<file path="config.mk">
export PLATFORM = sky130hd
export DESIGN_NAME = decoder_arbiter_flat
export DESIGN_NICKNAME = d
export VERILOG_FILES = /design/src/rtl/decoder_arbiter_if.sv /design/src/rtl/decoder_arbiter.sv /design/src/flat_wrapper.sv
export SDC_FILE = /design/constraint.sdc
export NUM_CORES = 1
export LEC_CHECK = 0
export CAP_MARGIN = 10
export CORE_MARGIN = 2
export CORE_UTILIZATION = 60
export DETAILED_ROUTE_END_ITERATION = 8
export GPL_TIMING_DRIVEN = 0
export MAX_ROUTING_LAYER = met4
export PLACE_DENSITY = 0.92
export SYNTH_ARGS = -nofsm -noshare
export SYNTH_HDL_FRONTEND = slang
export SYNTH_SLANG_ARGS = --single-unit
</file>
<file path="constraint.sdc">
create_clock -name clk -period 13.14 [get_ports clk]
set_clock_uncertainty 0.15 [all_clocks]
set_input_delay 1.314 -clock clk [delete_from_list [all_inputs] [get_ports clk]]
set_output_delay 1.314 -clock clk [all_outputs]
set_load 0.01 [all_outputs]
</file>
<file path="src/rtl/decoder_arbiter_if.sv">
// Requester/decoder-side bundle for decoder_arbiter: level requests in, registered select/enable/grant out.
interface decoder_arbiter_if;
    logic [0:15] req;
    logic        done;
    logic [3:0]  sel;
    logic        enable;
    logic [0:15] grant_n;
    logic        busy;
    logic        preempt;

    modport master (
        output req, done,
        input  sel, enable, grant_n, busy, preempt
    );

    modport slave (
        input  req, done,
        output sel, enable, grant_n, busy, preempt
    );
endinterface

</file>
<file path="src/rtl/decoder_arbiter.sv">
// Round-robin owner sequencer for the shared 4-to-16 active-low decoder; grant one edge after req, bounded hold, one guard cycle.
// No backpressure: requests are levels, non-owners simply stay pending; all outputs registered.
module decoder_arbiter #(
    parameter int MAX_HOLD = 8
) (
    input logic              clk,
    input logic              reset,
    decoder_arbiter_if.slave bus
);
    localparam int CW = $clog2(MAX_HOLD + 1);

    typedef enum logic [1:0] {IDLE, GRANT, GUARD} state_t;

    state_t      state, state_n;
    logic [3:0]  last, last_n;
    logic [3:0]  sel_q, sel_n;
    logic        enable_q, enable_n;
    logic [0:15] grant_n_q, grant_n_n;
    logic        busy_q, busy_n;
    logic        preempt_q, preempt_n;
    logic [CW-1:0] count, count_n;

    logic       found;
    logic [3:0] winner;
    logic       timeout;
    logic       withdraw;

    // Scan from farthest to nearest so the nearest requester after `last` wins.
    always_comb begin
        found  = 1'b0;
        winner = last;
        for (int k = 16; k >= 1; k--) begin
            if (bus.req[4'(last + 4'(k))]) begin
                found  = 1'b1;
                winner = 4'(last + 4'(k));
            end
        end
    end

    always_comb begin
        state_n   = state;
        last_n    = last;
        sel_n     = sel_q;
        enable_n  = enable_q;
        grant_n_n = grant_n_q;
        busy_n    = busy_q;
        preempt_n = 1'b0;
        count_n   = count;
        timeout   = (count == CW'(MAX_HOLD));
        withdraw  = !bus.req[sel_q];

        case (state)
            IDLE, GUARD: begin
                if (found) begin
                    state_n           = GRANT;
                    sel_n             = winner;
                    last_n            = winner;
                    enable_n          = 1'b0;
                    busy_n            = 1'b1;
                    grant_n_n         = '1;
                    grant_n_n[winner] = 1'b0;
                    count_n           = CW'(1);
                end else begin
                    state_n   = IDLE;
                    enable_n  = 1'b1;
                    busy_n    = 1'b0;
                    grant_n_n = '1;
                    count_n   = '0;
                end
            end
            GRANT: begin
                if (bus.done || withdraw || timeout) begin
                    state_n   = GUARD;
                    enable_n  = 1'b1;
                    busy_n    = 1'b0;
                    grant_n_n = '1;
                    count_n   = '0;
                    // Only a pure timeout counts as a preemption.
                    preempt_n = timeout && !bus.done && !withdraw;
                end else begin
                    count_n = count + CW'(1);
                end
            end
            default: begin
                state_n   = IDLE;
                enable_n  = 1'b1;
                busy_n    = 1'b0;
                grant_n_n = '1;
                count_n   = '0;
            end
        endcase
    end

    always_ff @(posedge clk or posedge reset) begin
        if (reset) begin
            state     <= IDLE;
            last      <= 4'd15;
            sel_q     <= 4'd0;
            enable_q  <= 1'b1;
            grant_n_q <= '1;
            busy_q    <= 1'b0;
            preempt_q <= 1'b0;
            count     <= '0;
        end else begin
            state     <= state_n;
            last      <= last_n;
            sel_q     <= sel_n;
            enable_q  <= enable_n;
            grant_n_q <= grant_n_n;
            busy_q    <= busy_n;
            preempt_q <= preempt_n;
            count     <= count_n;
        end
    end

    assign bus.sel     = sel_q;
    assign bus.enable  = enable_q;
    assign bus.grant_n = grant_n_q;
    assign bus.busy    = busy_q;
    assign bus.preempt = preempt_q;
endmodule

</file>
<file path="src/flat_wrapper.sv">
// flat-port wrapper written by rule: the top's interface ports become plain ports
module decoder_arbiter_flat 
#(
    parameter int MAX_HOLD = 8
)
  (clk, reset, bus_req, bus_done, bus_sel, bus_enable, bus_grant_n, bus_busy, bus_preempt);
  decoder_arbiter_if bus_i ();
  input logic clk;
  input logic reset;
  input wire logic [$bits(bus_i.req)-1:0] bus_req;
  input wire logic [$bits(bus_i.done)-1:0] bus_done;
  output wire logic [$bits(bus_i.sel)-1:0] bus_sel;
  output wire logic [$bits(bus_i.enable)-1:0] bus_enable;
  output wire logic [$bits(bus_i.grant_n)-1:0] bus_grant_n;
  output wire logic [$bits(bus_i.busy)-1:0] bus_busy;
  output wire logic [$bits(bus_i.preempt)-1:0] bus_preempt;
  assign bus_i.req = bus_req;
  assign bus_i.done = bus_done;
  assign bus_sel = bus_i.sel;
  assign bus_enable = bus_i.enable;
  assign bus_grant_n = bus_i.grant_n;
  assign bus_busy = bus_i.busy;
  assign bus_preempt = bus_i.preempt;
  decoder_arbiter #(.MAX_HOLD(MAX_HOLD)) u_core (.clk(clk), .reset(reset), .bus(bus_i));
endmodule
</file>
# Word level (Yosys, flattened, before mapping)
# Cells that the tools add are included.
# word_totals
reg_bits	33
out_inout_bits	23
wordCells	177
# classes
addsub	16
magnitude_cmp	19
n_eq_ne	4
muxes	101
bitwise	19
n_reduce_logical	10
# ops
cell	n
>= comparator 5 bit, second input constant	18
inverter 4 -> 5 bit	18
binary-select mux 1 bit (select 4 bit)	17
two-way mux 4 bit	16
two-way mux 1 bit	59
adder 4 bit, second input constant	8
two-way mux 16 bit	2
one-hot mux 16 bit (2 select lines)	1
adder 4 x 3 -> 4 bit, second input constant	4
inverter 16 bit	1
adder 4 x 1 -> 4 bit, second input constant	2
adder 4 x 2 -> 4 bit, second input constant	2
one-hot mux 4 bit (2 select lines)	1
< comparator 5 x 1 -> 1 bit, second input constant	1
demux 1 bit (select 4 bit)	1
== test 4 bit, second input constant	1
one-hot mux 1 bit (2 select lines)	2
one-hot mux 2 bit (2 select lines)	1
logical AND 1 bit	3
== test 2 x 1 -> 1 bit, second input constant	1
== test 2 bit, second input constant	1
zero test 1 bit	2
zero test 2 bit	1
logical OR 1 bit	2
4 further kinds	4

# Logic depth before layout (Yosys ltp)
# depth
ltp_word	28
depth_mapped	16
depth_no_buf	10

# Worst setup path after synthesis
# Ideal clock, no wire load.
# synth_path
kind	register to register
from	register u_core.last[1]
to	register u_core.grant_n_q (netlist bit u_core.bus.grant_n[12])
t_arrival_ns	4.037
required_ns	12.907
setup_slack_ns	8.870
stages_incl_launch_ff	15
n_path_buf	4
synth_period_minus_slack_ns	4.270
cell_sequence	dfstp_2 -> buf_2 -> buf_2 -> inv_1 -> ha_1 -> buf_4 -> mux4_2 -> mux2_2 -> mux2_4 -> nor4_4 -> o211ai_1 -> a211o_1 -> and4b_1 -> buf_6 -> a41oi_1
# synth_via
elab_chain_cells	28
# synth_lines
item	line	text
start: declaration	decoder_arbiter.sv:15	logic [3:0] last, last_n;
start signal: assignment	decoder_arbiter.sv:106	last <= last_n;
adder 4 bit	decoder_arbiter.sv:33, decoder_arbiter.sv:35	
inverter 4 -> 5 bit (implied by the code)	decoder_arbiter.sv:33	if (bus.req[4'(last + 4'(k))]) begin
binary-select mux 1 bit (select 4 bit)	decoder_arbiter.sv:33	
two-way mux 1 bit (implied by the code) (2 in a row)	decoder_arbiter.sv:33	
two-way mux 4 bit (15 in a row)	decoder_arbiter.sv:33	
inverter 4 -> 5 bit (implied by the code)	decoder_arbiter.sv:61	grant_n_n[winner] = 1'b0;
>= comparator 5 bit (implied by the code) or < comparator 5 x 1 -> 1 bit (tied branches)	decoder_arbiter.sv:61	
logical AND 1 bit (implied by the code)	decoder_arbiter.sv:61	
two-way mux 1 bit (implied by the code)	decoder_arbiter.sv:61	
demux 1 bit (select 4 bit)	decoder_arbiter.sv:61	
inverter 16 bit (no source line)	-	
two-way mux 16 bit (*)	decoder_arbiter.sv:54	if (found) begin
one-hot mux 16 bit (2 select lines) (*)	decoder_arbiter.sv:52	case (state)
end signal: assignment	decoder_arbiter.sv:109	grant_n_q <= grant_n_n;
end: declaration	decoder_arbiter.sv:18	logic [0:15] grant_n_q, grant_n_n;
# Mark *: on every way between the ends. The rest lies on a longest branch, timed or not. The select of a mux whose other input is x is not followed.
# A chain may end at the register's enable or synchronous reset.

# Worst setup path in the final report
# layout_path
from	register u_core.last[1]
to	register u_core.grant_n_q (netlist bit u_core.bus.grant_n[6])
# The elaborated chain is that of the path after synthesis.

==> reports/results.ini <==
[clock_tree]
cts_tree = built
insertion_delay_ps = 290
h-tree-depth = 2
post_cts_buffers = 0
cts_buffers = 5
holdBufCountCts = 0
ctsLongestPathBuffers = 2
clock_sink_count = 33
cts_resized = 0
cts-root-buf = clkbuf_8
clk_pin_slew_ps = 70

[sta]
rsz0062_at_grt = no
hold_viol_final = 0
worstMarginPinSlew_ps = 818.0
slew_viol_final = 0
setup_violations = 0
relSlewSlack = 0.4391
layout_setup_ws_ps = 7650
period_share = 0.4178
min_period_ps = 5490
max_freq_mhz = 182.2
tns_ps = 0

[floorplanning]
rows = 28
initial_utilization = 0.6188
die_w_um = 81.91
dieArea_mm2 = 0.006709
dieHeight_um = 81.91
num_io_pins = 42
coreArea_mm2 = 0.005886

[critical_path]
rr_endpoint = u_core.bus.grant_n[6]
worstPathMaxFanout = 10
max_stage_delay_ps = 670
arrival_ps = 5550
cp_data_required_time_ps = 13200
cp_cell_sequence = buf_2 -> buf_2 -> inv_1 -> ha_1 -> buf_4 -> mux4_2 -> mux2_2 -> mux2i_1 -> o21ai_0 -> nor3_1 -> a41o_1 -> buf_2 -> and4b_1 -> buf_6 -> a41oi_1
worstReg2RegStart = u_core.last[1]
critPathKind = flop to flop
reg2reg_depth = 15
rrSetupSlack_ps = 7650
cp-start-kind = flop
cp_slowest_cell = mux2i_1
cp_top_family = multiplexers
cp-end-kind = flop
crit_top_cell = buf_2
cp_num_buf_inv = 6

[finish]
final_area_mm2 = 0.004248
drive_gt1_frac = 0.2129
fin_nets = 445
syn_to_final_growth_pct = 16.63
diodes = 0
num-fill-cells = 424

[yosys]
ys_ff_latch = 33
synth_area_leaders = mux4_2, dfstp_2, mux2i_1
synth_top_area_frac = 0.1731
synthCells = 368
yosys_warnings = 0
yosys.area_share.adder = 0.03092
synthTopCellsByCount = mux2i_1, nor2_1, mux4_2
netlist_area_mm2 = 0.003642
synth_edf_count = 0
synth_top_family_by_area = multiplexers
synth_largest_area_cell = mux4_2
syn_nets = 396
synth_most_common_cell = mux2i_1
synth_compound_area_frac = 0.2016
ys_seq_area_frac = 0.2339
async_flop_share = 1.000
synth_flop_cell = dfstp_2
synth_mux_area_frac = 0.3147
synth-simple-area-share = 0.1292
synth.avg_cell_area_um2 = 9.897
synth_xor_area_frac = 0.04260
synth_cell_types = 62

[grt]
use_met3 = 0.07363
met2_usage = 0.5341
grt_max_degree = 34
antenna_found_initial = 0
grt_pass1_wl_um = 17470
overflow = 0
busiest_layer = met2
grt_usage = 0.3557
grt_pass1_vias = 3278
use_met1 = 0.4918

[placed_design]
hpwl_um = 8379
gp_congestion = 1.041
placed_cell_area_mm2 = 0.004146
dpl_worst_slack_ps = 7799
port_buffers = 41

[min_path]
holdPathStages = 2
hold_path_class = flop to flop
holdPathEnd = u_core.bus.grant_n[9]
min_from = u_core.bus.grant_n[9]

[detailed_routing]
drc_errors = 0
wl_um = 11060
via_count = 3626
drt_iter0_drc = 326
ant_nets = 0
wl_per_cell_um = 22.44
firstDrtPassIters = 6
routed_via_density = 7.355

[run]
maxCapViolCount = 0

[run_status]
status = finished clean

-- stage by stage --
stage / hold slack, ps / cells / util
finish: 366.9 / 493 / 0.7217
global route: 383.9 / 493 / 0.7217
CTS: 367.3 / 492 / 0.7192
detailed placement: 346.8 / 484 / 0.7045
global placement: 332.7 / 484 / 0.7045
floorplan: 318.3 / 368 / -
-- worst min-delay path: stages (launching register included) --
cell and delay [ps]:
dfstp_2 370, nor2_1 90, a41oi_1 50
-- kinds of logic (layout without fill, tap and decap cells) --
group	count (synthesis)	count (layout)
flops	33	33
fa+ha+maj	9	9
buf+inv	38	88
xor+xnor	16	16
mux	77	77
simple gates	90	90
compound gates	105	105
-- layer usage --
| layer | up-vias | wire length [um] |
|---|---|---|
| met2 | 252 | 5167 |
| met3 | 48 | 1063 |
| li1 | 1544 | - |
| met1 | 1782 | 4514 |
| met4 | 0 | 319 |
| met5 | - | 0 |
-- worst max-delay path by stage --
| stage | from | endpoint | slack [ps] | cells after the start |
|---|---|---|---|---|
| 2_1_floorplan | u_core.last[1] | u_core.bus.grant_n[12] | 8870 | 14 |
| 3_3_place_gp | u_core.last[1] | u_core.bus.grant_n[12] | 7820 | 15 |
| 3_5_place_dp | u_core.last[1] | u_core.bus.grant_n[6] | 7800 | 15 |
| 4_1_cts | u_core.last[1] | u_core.bus.grant_n[6] | 7780 | 15 |
| 5_1_grt | u_core.last[1] | u_core.bus.sel[0] | 7370 | 15 |
| 6_report | u_core.last[1] | u_core.bus.grant_n[6] | 7650 | 15 |
-- state kept, by name (all words and copies together) (netlist names) --
register            flops
u_core.bus.busy         1
u_core.bus.enable       1
u_core.bus.grant_n     16
u_core.bus.preempt      1
u_core.bus.sel          4
u_core.count            4
u_core.last             4
u_core.state            2
-- area by class of cell --
cell class              count  area (um^2)  share of cell area
inverters                  17        63.81             0.01502
multi-input cells         297         2619              0.6165
repair buffers             42        425.4              0.1001
flip-flops and latches     33        852.1              0.2006
clock inverters             3        17.52            0.004124
well taps                  75        93.84             0.02209
clock buffers               5        68.82             0.01620
plain buffers              21        107.6             0.02533
-- cell usage in the layout (no fill, tap or decap), types with 3 or more instances in the layout --
master | Yosys | layout
and2_1 | 5 | 5
nand2b_1 | 4 | 4
nor2_1 | 29 | 29
mux2i_1 | 32 | 32
mux2_2 | 12 | 12
mux4_2 | 28 | 28
o21ai_0 | 13 | 13
inv_1 | 14 | 14
nand4_1 | 4 | 4
buf_4 | 4 | 4
nand3_1 | 9 | 9
o21ai_1 | 3 | 3
o211ai_1 | 11 | 11
nor3_1 | 6 | 6
a21o_1 | 6 | 6
clkbuf_1 | 11 | 11
mux2_1 | 4 | 4
clkbuf_8 | 0 | 5
a211oi_1 | 4 | 4
o22ai_1 | 4 | 4
and3_1 | 3 | 3
inv_2 | 3 | 3
clkdlybuf4s50_1 | 0 | 41
xnor2_1 | 10 | 10
a41oi_1 | 17 | 17
nor3b_1 | 4 | 4
nand3b_1 | 3 | 3
a21oi_1 | 22 | 22
xor2_1 | 4 | 4
nand2_1 | 15 | 15
dfrtp_1 | 12 | 12
dfstp_2 | 21 | 21
ha_1 | 9 | 9
buf_2 | 5 | 5
a31oi_1 | 5 | 5
Power is not shown: default switching activity piles up to over one toggle a cycle in this logic, so the estimate is an artifact.
